`src/rtl/key_event_irq.sv`:
```
// Memory-mapped 8-key input slave: synchronise, debounce, latch sticky press events, raise maskable IRQ.
// Register reads are combinational; writes and all state updates occur on the rising clk edge.
module key_event_irq #(
    parameter int DB_CNT     = 250000,
    parameter int CNT_W      = 18,
    parameter bit ACTIVE_LOW = 1'b1
) (
    input  logic        clk,
    input  logic        reset,
    input  logic [7:0]  user_key,
    input  logic [1:0]  addr,
    input  logic        WE,
    input  logic [31:0] din,
    output logic [31:0] dataOut,
    output logic        IRQ
);

    localparam logic [CNT_W-1:0] CNT_MAX = CNT_W'(DB_CNT - 1);

    localparam logic [1:0] A_CTRL  = 2'd0;
    localparam logic [1:0] A_STATE = 2'd1;
    localparam logic [1:0] A_EVENT = 2'd2;

    logic [7:0]       key_norm;
    logic [7:0]       sync1_q, sync2_q;
    logic [7:0]       state_q, state_d;
    logic [7:0]       event_q, event_d;
    logic [7:0]       mask_q, mask_d;
    logic             ie_q, ie_d;
    logic [CNT_W-1:0] cnt_q [8];
    logic [CNT_W-1:0] cnt_d [8];
    logic [7:0]       press;
    logic [7:0]       clr_mask;
    logic             wr_ctrl, wr_event;
    logic             unused_din;

    // Normalise so that 1 always means pressed; reset value 0 is therefore "not pressed".
    assign key_norm = ACTIVE_LOW ? ~user_key : user_key;

    always_ff @(posedge clk) begin
        if (reset) begin
            sync1_q <= '0;
            sync2_q <= '0;
        end else begin
            sync1_q <= key_norm;
            sync2_q <= sync1_q;
        end
    end

    always_comb begin
        cnt_d   = '{default: '0};
        state_d = state_q;
        for (int i = 0; i < 8; i++) begin
            if (sync2_q[i] != state_q[i]) begin
                if (cnt_q[i] == CNT_MAX) begin
                    state_d[i] = sync2_q[i];
                end else begin
                    cnt_d[i] = cnt_q[i] + 1'b1;
                end
            end
        end
    end

    assign press    = state_d & ~state_q;
    assign wr_ctrl  = WE && (addr == A_CTRL);
    assign wr_event = WE && (addr == A_EVENT);
    assign clr_mask = wr_event ? din[7:0] : 8'h00;

    always_comb begin
        ie_d    = ie_q;
        mask_d  = mask_q;
        if (wr_ctrl) begin
            ie_d   = din[0];
            mask_d = din[15:8];
        end
        // A press on the same edge as its W1C clear must survive.
        event_d = (event_q & ~clr_mask) | press;
    end

    always_ff @(posedge clk) begin
        if (reset) begin
            state_q <= '0;
            event_q <= '0;
            mask_q  <= '0;
            ie_q    <= 1'b0;
            for (int i = 0; i < 8; i++) begin
                cnt_q[i] <= '0;
            end
        end else begin
            state_q <= state_d;
            event_q <= event_d;
            mask_q  <= mask_d;
            ie_q    <= ie_d;
            for (int i = 0; i < 8; i++) begin
                cnt_q[i] <= cnt_d[i];
            end
        end
    end

    assign IRQ = ie_q & (|(event_q & mask_q));

    always_comb begin
        dataOut = 32'h0;
        case (addr)
            A_CTRL:  dataOut = {16'h0, mask_q, 7'h0, ie_q};
            A_STATE: dataOut = {24'h0, state_q};
            A_EVENT: dataOut = {24'h0, event_q};
            default: dataOut = 32'h0;
        endcase
    end

    assign unused_din = ^din[31:16];

endmodule

```
`config.mk`:
```
export PLATFORM = sky130hd
export DESIGN_NAME = key_event_irq
export DESIGN_NICKNAME = d
export VERILOG_FILES = /design/src/rtl/key_event_irq.sv
export SDC_FILE = /design/constraint.sdc
export NUM_CORES = 1
export LEC_CHECK = 0
export ABC_AREA = 1
export BUFFER_PORTS_ARGS = -buffer_cell sky130_fd_sc_hd__buf_4
export CORE_MARGIN = 4
export CORE_UTILIZATION = 43
export CTS_BUF_LIST = sky130_fd_sc_hd__clkbuf_8
export DETAILED_ROUTE_END_ITERATION = 8
export PLACE_DENSITY = 0.59
export SYNTH_ARGS = -nofsm -noshare
export SYNTH_HDL_FRONTEND = slang
export SYNTH_SLANG_ARGS = --single-unit
```
`constraint.sdc`:
```
create_clock -name clk -period 1.9 [get_ports clk]
set_input_delay 0.285 -clock clk [delete_from_list [all_inputs] [get_ports clk]]
set_output_delay 0.285 -clock clk [all_outputs]
set_load 0.03 [all_outputs]
```
==> results.txt <==
- Result of the run: completed
- TritonCTS built the clock tree.
* Overflow left after global routing: 0
* Headroom to the max-slew limit: 0.650
* DR pass1 iterations: 7
- Commonest register cell after synthesis: sky130_fd_sc_hd__dfxtp_1
- Hold Path Class: input port to flip-flop
- Data required time of the critical path: 1.62 ns
- Of the total power, the share spent switching nets is 0.229.
- Die ar.: 23800 sq um
* Pin slew with the least headroom to its limit: 0.524 ns
- Measured along the y axis, the die boundary spans 154 um.
- The worst setup path is launched from a flip-flop.
- Std-Cell Rows: 53
- Post-route clock period utilization: 0.924
* Ratio of total power to cell area: 681 nW/um^2
* Critical path endpoint category: primary output
- The count of nets left with antenna violations once routing finished came out at 0.
- CP delay by family, top: compound AO/OA/AOI/OAI gates
- Buffers on Ports: 45
- Peak Freq: 570 MHz
- Synthesized instance count: 1357
- No sink is reached through more buffers than the 2 on the longest clock path.
- Across every metal layer, demand over resource in global routing totals 0.173.
- Final period demand of the worst path: 1.76 ns
* Critical Path Slowest Stage Cell: sky130_fd_sc_hd__dfxtp_1
- The number of global-route vias before repair was 7314.
* Via-per-instance ratio: 4.69
- For this run, asynchronously set or reset flops after synthesis account for 0.
* Worst path cell trace: inv_1, o22ai_1, nor2_1, a21oi_2, buf_4
- Setup violations remaining at the end of the flow were counted as 0.
* Post-synthesis area per instance: 6.78 sq um
- After the first detailed-routing iteration, the DRC count stood at 403.
* Detailed placer's ending HPWL: 15300 um
* Crit path buffers/inverters: 2
* H-tree depth: 4
- Worst IR Drop VDD: 0.366 mV
- Relative contribution of sequential cells to total power: 0.561
* Crit path DAT: 1.47 ns
- Synthesis inferred 185 register bits.
* Wirelength, routed: 20100 um
* Final sum of negative setup slack: 0 ns
- Clock edge transition at the registers on the reported setup and hold paths: 0.09 ns
- Once the clock tree was built, the setup fixing pass inserted 0 buffers.
- TritonCTS created 17 clock buffers.
* Signed area change from the synthesized netlist to the final layout: 11.6%
- Proportion of layout cells with a drive suffix above 1: 0.107
* DRC violation count after routing: 0
- RSZ-0062 raised after global routing: false
- Clock tree synthesis found a total of 185 sinks.
* Detailed-route wire length per cell: 11.8 um
* Leakage: 3.31 nW
- Routability-driven placement finished with a final weighted congestion of 0.833.
- Root buf cell: sky130_fd_sc_hd__clkbuf_8
* Number of placed cells counting well taps: 1670
- Summing all multi-input logic gate instances after layout gives 4750 sq um.
- The cell area that synthesis handed to floorplanning was 9210 sq um.
- Highest-count cells in the layout ignoring fill and taps: sky130_fd_sc_hd__nand2_1, sky130_fd_sc_hd__nor2_1, sky130_fd_sc_hd__dfxtp_1
- Routed vias: 8019
- Min Hold Slack: 0.0995 ns
- The library cell used most frequently in the layout, excluding fill and tap cells, is sky130_fd_sc_hd__nand2_1.
* Maximum number of pins on one net before global-route repair: 26
- The total count of max-transition violations in the final report was 0.
* # Max-Cap Violations: 0
- Total count of hold-check failures in the final report: 0
- Combined flip-flop and latch cell area: 3700 sq um
* Total power: 7.00 mW
- Floorplan Core Area: 21000 sq um
- First-pass GRT wire length: 34300 um
* # diodes: 0
- Of all nets on the critical path, the largest fanout is 3.
- The die is 154 um wide.
- Total number of yosys warnings: 0
- Initial antenna violation count: 0
- Number of synthesized flops with an enable pin: 0
* Type of the worst setup path: flip-flop to primary output
- Synthesis instantiated 35 different standard cells from the library.
* Worst path max stage delay: 0.31 ns
- Worst clock skew on the final layout: 0.0116 ns
- Of the total power, the clock network draws 0.402.
- Internal power comes to 5.39 mW.
* Final cell count without fillers: 1710
- The clock reaches the later pin of the worst-skew pair after 0.46 ns.
- Initial Utilization: 0.438
- Fill cell count: 2144
* Final layout net count: 1475
- Of the total power, combinational logic draws 0.037.
- The share of the Yosys chip area taken by registers is 0.402.
* Power spent charging and discharging nets: 1.60 mW
- I/O pin cnt: 78
==> synth_stat cells, drive strengths merged, types with 8 or more instances <==
cell,instances,area share
nor3,23,0.016
o21ai,42,0.023
ha,8,0.011
xnor2,11,0.010
dfxtp,185,0.40
nand4,34,0.023
or2,21,0.014
xor2,31,0.029
inv,150,0.061
nand2,334,0.14
a21oi,89,0.051
nand3,68,0.037
nor2,309,0.13
buf,28,0.025
==> what timing repair did <==
item                                    4_1_cts  5_1_grt
endpoints found under the setup margin        0        1
hold endpoints to repair                      8        0
gates resized for setup                       0        1
hold buffers                                  8        0
==> power by group through the flow <==
stage                     Clock (mW)  Sequential [mW]  Combinational (mW)
after floorplan                    0             4.01               0.176
after global placement             0             4.01               0.248
after detailed placement           0             4.01               0.248
after CTS                       2.93             3.92               0.261
after global routing            3.11             3.93               0.285
final                           2.82             3.92               0.259
==> flip-flops by register name (all words and copies together), names as in the netlist <==
register / flops
cnt_q: 144
event_q: 8
ie_q: 1
mask_q: 8
state_q: 8
sync1_q: 8
sync2_q: 8
==> final timing paths <==
check,start,cells past startpoint,endpoint,slack [ns]
setup / recovery,mask_q[7],5,IRQ,0.14
hold / removal,din[2],4,event_q[2],0.1
setup reg to reg,cnt_q[0][54],10,cnt_q[0][57],0.28
hold reg to reg,sync1_q[2],2,sync2_q[2],0.40
==> kinds of logic after synthesis <==
family / synth area share
compound gates: 0.0821
other cells: 0.000407
buf+inv: 0.0885
fa+ha+maj: 0.0109
xor+xnor: 0.0400
simple gates: 0.376
flops: 0.402
==> through the flow <==
| stage | utilization | instance area (sq um) | setup slack (ns) |
|---|---|---|---|
| after floorplan | - | 9260 | 0.414 |
| after global placement | 0.464 | 9760 | 0.269 |
| after detailed placement | 0.464 | 9760 | 0.270 |
| after CTS | 0.488 | 10300 | 0.0209 |
| after global routing | 0.489 | 10300 | 0.0334 |
| final | 0.489 | 10300 | 0.145 |
==> layer usage <==
layer | routed length [um] | GRT usage | vias to the layer above
met5 | 0 | 0 | -
met4 | 264 | 0.0408 | 0
met3 | 735 | 0.0386 | 14
met2 | 8700 | 0.269 | 107
met1 | 10400 | 0.246 | 3522
li1 | - | - | 4376
==> final cells by class <==
cell class / instances / area share
clock buffers: 20 / 0.0268
repair buffers: 61 / 0.0465
multi-input cells: 1004 / 0.462
inverters: 153 / 0.0559
clock inverters: 12 / 0.0144
flip-flops and latches: 185 / 0.361
well taps: 275 / 0.0335
==> tightest hold or removal path: stages <==
cell and delay (ns):
sky130_fd_sc_hd__buf_4 0.09, sky130_fd_sc_hd__nand2_1 0.04, sky130_fd_sc_hd__nand3_1 0.05, sky130_fd_sc_hd__nand2_1 0.05
(Power assumes the default switching activity.)
